<file path="config.mk">
export PLATFORM = sky130hd
export DESIGN_NAME = corescore_stream_framer
export DESIGN_NICKNAME = d
export VERILOG_FILES = /design/src/rtl/corescore_framer_pkg.sv /design/src/rtl/corescore_sync_fifo.sv /design/src/rtl/corescore_stream_framer.sv
export SDC_FILE = /design/constraint.sdc
export NUM_CORES = 1
export LEC_CHECK = 0
export ABC_AREA = 1
export CAP_MARGIN = 20
export CORE_ASPECT_RATIO = 0.9
export CORE_MARGIN = 4
export CORE_UTILIZATION = 45
export DETAILED_ROUTE_END_ITERATION = 6
export SLEW_MARGIN = 15
export SYNTH_ARGS = -nofsm -noshare
export SYNTH_HDL_FRONTEND = slang
export SYNTH_SLANG_ARGS = --single-unit
</file>
<file path="constraint.sdc">
create_clock -name i_clk -period 3 [get_ports i_clk]
set_clock_uncertainty 0.15 [all_clocks]
set_input_delay 0.75 -clock i_clk [delete_from_list [all_inputs] [get_ports i_clk]]
set_output_delay 0.75 -clock i_clk [all_outputs]
set_load 0.05 [all_outputs]
</file>
<file path="src/rtl/corescore_framer_pkg.sv">
// Shared types and constants for the stream framer: FSM states, line-ending
// characters and the nibble-to-ASCII helper used by the sequence prefix.
package corescore_framer_pkg;

  typedef enum logic [2:0] {IDLE, DATA, CR, LF, SEQ_HI, SEQ_LO, COLON} state_t;

  localparam logic [7:0] CHAR_CR    = 8'h0D;
  localparam logic [7:0] CHAR_LF    = 8'h0A;
  localparam logic [7:0] CHAR_COLON = 8'h3A;

  // '0'..'9' then 'A'..'F'
  function automatic logic [7:0] hex_ascii(input logic [3:0] n);
    return (n < 4'd10) ? (8'h30 + {4'h0, n}) : (8'h37 + {4'h0, n});
  endfunction

endpackage

</file>
<file path="src/rtl/corescore_sync_fifo.sv">
// Synchronous first-word-fall-through FIFO; pointers carry an extra MSB so
// full and empty are distinguishable when the low bits match.
module corescore_sync_fifo #(
  parameter int DEPTH = 16,
  parameter int WIDTH = 9,
  localparam int AW = $clog2(DEPTH)
) (
  input  logic             clk,
  input  logic             rst_n,
  input  logic             push,
  input  logic [WIDTH-1:0] wdata,
  input  logic             pop,
  output logic [WIDTH-1:0] rdata,
  output logic             full,
  output logic             empty,
  output logic [AW:0]      level
);

  logic [WIDTH-1:0] mem [DEPTH];
  logic [AW:0]      wptr, rptr;

  always_ff @(posedge clk) begin
    if (push && !full) mem[wptr[AW-1:0]] <= wdata;
  end

  always_ff @(posedge clk) begin
    if (!rst_n) begin
      wptr <= '0;
      rptr <= '0;
    end else begin
      if (push && !full) wptr <= wptr + 1'b1;
      if (pop && !empty) rptr <= rptr + 1'b1;
    end
  end

  assign rdata = mem[rptr[AW-1:0]];
  assign empty = (wptr == rptr);
  assign full  = (wptr[AW] != rptr[AW]) && (wptr[AW-1:0] == rptr[AW-1:0]);
  assign level = wptr - rptr;

endmodule

</file>
<file path="src/rtl/corescore_stream_framer.sv">
// Buffers tlast-delimited byte frames and re-emits each one followed by CR LF.
// Define CORESCORE_FRAMER_SEQ_EN to prefix every frame with "HH:" (frame count).
module corescore_stream_framer
  import corescore_framer_pkg::*;
#(
  parameter int DEPTH = 16,
  localparam int AW = $clog2(DEPTH)
) (
  input  logic        i_clk,
  input  logic        i_rst_n,
  input  logic [7:0]  i_tdata,
  input  logic        i_tlast,
  input  logic        i_tvalid,
  output logic        o_tready,
  output logic [7:0]  o_tdata,
  output logic        o_tlast,
  output logic        o_tvalid,
  input  logic        i_tready,
  output logic [AW:0] o_level,
  output logic [15:0] o_frame_cnt
);

  state_t      state;
  logic        full, empty, push, pop, xfer, cur_last;
  logic [8:0]  fifo_rd;
  logic [15:0] next_cnt;

  assign o_tready = !full;
  assign push     = i_tvalid && !full;
  assign xfer     = o_tvalid && i_tready;
  assign next_cnt = o_frame_cnt + 16'd1;

  corescore_sync_fifo #(.DEPTH(DEPTH), .WIDTH(9)) u_fifo (
    .clk   (i_clk),
    .rst_n (i_rst_n),
    .push  (push),
    .wdata ({i_tlast, i_tdata}),
    .pop   (pop),
    .rdata (fifo_rd),
    .full  (full),
    .empty (empty),
    .level (o_level)
  );

  // Pop exactly when the FSM loads a frame byte into the output register.
  always_comb begin
    pop = 1'b0;
    case (state)
`ifdef CORESCORE_FRAMER_SEQ_EN
      COLON: pop = xfer;
`else
      IDLE:  pop = !empty;
      LF:    pop = xfer && !empty;
`endif
      DATA:  pop = xfer && !cur_last && !empty;
      default: pop = 1'b0;
    endcase
  end

  always_ff @(posedge i_clk) begin
    if (!i_rst_n) begin
      state       <= IDLE;
      o_tvalid    <= 1'b0;
      o_tdata     <= '0;
      o_tlast     <= 1'b0;
      cur_last    <= 1'b0;
      o_frame_cnt <= '0;
    end else begin
      case (state)
        IDLE: if (!empty) begin
          o_tvalid <= 1'b1;
`ifdef CORESCORE_FRAMER_SEQ_EN
          o_tdata  <= hex_ascii(o_frame_cnt[7:4]);
          state    <= SEQ_HI;
`else
          o_tdata  <= fifo_rd[7:0];
          cur_last <= fifo_rd[8];
          state    <= DATA;
`endif
        end
        DATA: if (xfer) begin
          if (cur_last) begin
            o_tdata <= CHAR_CR;
            state   <= CR;
          end else if (!empty) begin
            o_tdata  <= fifo_rd[7:0];
            cur_last <= fifo_rd[8];
          end else begin
            o_tvalid <= 1'b0;
            state    <= IDLE;
          end
        end
        CR: if (xfer) begin
          o_tdata <= CHAR_LF;
          o_tlast <= 1'b1;
          state   <= LF;
        end
        LF: if (xfer) begin
          o_frame_cnt <= next_cnt;
          o_tlast     <= 1'b0;
          if (!empty) begin
`ifdef CORESCORE_FRAMER_SEQ_EN
            o_tdata  <= hex_ascii(next_cnt[7:4]);
            state    <= SEQ_HI;
`else
            o_tdata  <= fifo_rd[7:0];
            cur_last <= fifo_rd[8];
            state    <= DATA;
`endif
          end else begin
            o_tvalid <= 1'b0;
            state    <= IDLE;
          end
        end
`ifdef CORESCORE_FRAMER_SEQ_EN
        SEQ_HI: if (xfer) begin
          o_tdata <= hex_ascii(o_frame_cnt[3:0]);
          state   <= SEQ_LO;
        end
        SEQ_LO: if (xfer) begin
          o_tdata <= CHAR_COLON;
          state   <= COLON;
        end
        // FIFO was non-empty on entry and nothing has popped since.
        COLON: if (xfer) begin
          o_tdata  <= fifo_rd[7:0];
          cur_last <= fifo_rd[8];
          state    <= DATA;
        end
`endif
        default: state <= IDLE;
      endcase
    end
  end

endmodule
</file>
==> metrics.md <==
| Metric | Value |
|---|---|
| Status | `finished, final reports clean` |
| Hold Vio Cnt, Final | `0` |
| Ports | `45` |
| Clk root buf | `clkbuf_16` |
| Port bufs | `44` |
| Post-Synthesis Cells | `756` |
| Total gr overflow | `0` |
| Hold Crit Class | `reg2reg` |
| Initial Utilization | `45.7%` |
| Flop2flop setup slack | `0.75 ns` |
| Worst r2r src | `u_fifo.rptr[3]` |
| CTS tree | `done` |
| Detail Placement HPWL | `11200 um` |
| EDFF count, synth | `144` |
| Post-route cell area | `9430 um2` |
| Cell Pwr Density | `802 nW/um2` |
| Syn Area/Cell | `10.6 um2` |
| Clock transition at the registers of the reported paths | `0.07 ns` |
| Crit-path max FO | `4` |
| Cell taking the most area after synthesis | `edfxtp_1` |
| Setup TNS | `0 ns` |
| CTS Hold Buffers Added | `0` |
| Design Power | `0.00756 W` |
| Row count | `46` |
| Cell with the most instances after synthesis | `edfxtp_1` |
| Final Setup Violations | `0` |
| Mapped Area | `8020 um2` |
| Drc violations | `0` |
| Clock buffer depth | `2` |
| Total track usage | `18.7%` |
| Fillers | `1506` |
| Finished Layout Cells | `1065` |
| Crit path kind | `reg2out` |
| DRT antenna net count | `0` |
| CP Data Arrival Time | `2.01 ns` |
| CP endpoint kind | `output port` |
| Async S/R FF share, synth | `0%` |
| Startpoint Class | `flip-flop` |
| Die area | `20000 um2` |
| RSZ-0062 raised after global routing | `true` |
| Fin crit share | `96.9%` |
| Relative slew slack | `48.8%` |
| Synth warn | `0` |
| Top cell type's share of synthesized area | `53.9%` |
| FF+latch area | `5190 um2` |
| Core footprint | `17600 um2` |
| Post-Syn Nets | `784` |
| Max Fclk | `344 MHz` |
| Register bit total from synthesis | `187` |
| Y dimension of the die | `135 um` |
| Fin. max-slew vios | `0` |
| Via density | `5.20` |
| Per-cell routed wire length | `16.8 um` |
| Clock Latency Late Sink | `0.43 ns` |
| Worst Max-Slew Pin Slew | `0.764 ns` |
| Post-synth cell types | `43` |
| Synth top cells by count | `edfxtp_1, nor2_1, nand2_1` |
| DRT iter0 DRCs | `433` |
| Placed insts | `1033` |
| Sequential cell area fraction in the yosys report | `64.7%` |
| Diode count | `0` |
| Dpl cell area | `8790 um2` |
| Die width | `149 um` |
| # nets final | `840` |
| Multi-input gate area | `2530 um2` |
| Worst Reg-to-Reg Cells | `10` |
| Dominant cells by area after synthesis | `edfxtp_1, dfxtp_1, nor2_1` |
| Post-synth top flop | `edfxtp_1` |
| Area growth, synth to finish | `17.6%` |
| # H-tree levels | `4` |
| Hold slack | `0.319 ns` |
| CP endpoint | `o_level[4]` |
| Reg2reg end | `u_fifo.mem[1][2]` |
| Inserted Clock Buffers | `17` |
| Via count | `5535` |
| Max IR drop VDD | `558 uV` |
| Largest net degree at the start of global routing | `73` |
| Final wirelength | `17900 um` |
| Worst EP required | `2.10 ns` |
| Worst Setup SP | `u_fifo.wptr[0]` |
| Post-CTS Setup Bufs | `0` |
| Layout cells sized above 1 | `11.0%` |
| DR pass1 iterations | `5` |
| Placer Congestion | `0.867` |
| First-pass GRT wire length | `29000 um` |
| Vias in the first global route | `5378` |
| Initial antenna violation count | `0` |
| Sink Count | `187` |
| Post-route minimum period | `2.91 ns` |
| Static Leakage | `3.36 nW` |
| Max-Cap Viols | `0` |
-- power breakdown --
group          switching [W]  internal, W  total (W)
clock network        0.00102      0.00120    0.00222
registers          0.0000851      0.00290    0.00299
logic                0.00160     0.000757    0.00236
-- metrics by stage --
stage | setup WS, ns | util, %
3_3_place_gp | 0.394 | 50.1
6_report | 0.0944 | 53.7
4_1_cts | 0.00550 | 53.6
5_1_grt | -0.0368 | 53.7
2_1_floorplan | 0.0963 | -
3_5_place_dp | 0.345 | 50.1
-- flip-flops by register name (all words and copies together) (netlist names), named ones only --
register     cells
cur_last         1
o_frame_cnt     16
u_fifo.mem     144
u_fifo.wptr      5
u_fifo.rptr      5
state            2
o_tdata          8
o_tvalid         1
o_tlast          1
-- worst max-delay path: stages, from the launching register on --
cell and delay (ns):
dfxtp_2 0.35, inv_1 0.09, ha_1 0.22, fa_2 0.37, o21ai_2 0.16, xor2_2 0.20
clkbuf_16 0.19
-- cell families (layout without fill, tap and decap cells) --
| group | after synthesis | count (layout) | share of synthesized area, % |
|---|---|---|---|
| buf+inv | 73 | 142 | 4.10 |
| compound gates | 150 | 150 | 10.6 |
| xor+xnor | 5 | 5 | 0.640 |
| flops | 187 | 187 | 64.7 |
| fa+ha+maj | 15 | 15 | 2.43 |
| simple gates | 326 | 326 | 17.6 |
-- final cells by class --
class | count | share of cell area, %
Clock inverter | 13 | 1.31
Inverter | 44 | 1.83
Timing Repair Buffer | 66 | 6.77
Tap cell | 240 | 3.18
Multi-Input combinational cell | 496 | 26.8
Sequential cell | 187 | 55.0
Clock buffer | 19 | 5.04
-- routing by layer --
metal  vias to the layer above  track usage (%)  share of wire, %
li1                       2748                -                 -
met1                      2613             25.6                46
met2                       148             30.1                47
met3                        26             4.23               5.1
met4                         0             5.75               1.8
met5                         -                0                 0
-- how the worst min path moves through the flow --
stage | from | endpoint | slack, ns | cells after the start
2_1_floorplan | u_fifo.wptr[4] | u_fifo.wptr[4] | 0.31 | 1
3_3_place_gp | o_tdata[0] | o_tdata[0] | 0.31 | 2
3_5_place_dp | o_tdata[5] | o_tdata[5] | 0.31 | 2
4_1_cts | o_tdata[0] | o_tdata[0] | 0.33 | 2
5_1_grt | o_tdata[0] | o_tdata[0] | 0.35 | 2
6_report | o_tdata[0] | o_tdata[0] | 0.32 | 2
-- cells in the final DEF, fill, tap and decap left out, types with 5 or more instances in the layout --
master	Yosys	final
a21oi_1	35	35
buf_4	8	24
clkbuf_16	0	20
clkdlybuf4s50_1	0	38
dfxtp_1	43	40
edfxtp_1	144	144
ha_1	14	13
inv_1	37	37
nand2_1	111	111
nand2_2	5	5
nand3_1	52	52
nor2_1	133	133
nor3_1	6	6
o211ai_1	26	26
o21ai_0	75	74
-- repair_timing --
| item | 4_1_cts | 5_1_grt |
|---|---|---|
| pin swaps | 1 | 1 |
| setup endpoints to repair | 1 | 3 |
| resized for setup | 4 | 6 |
No activity file was read; power rests on OpenSTA's default activity.
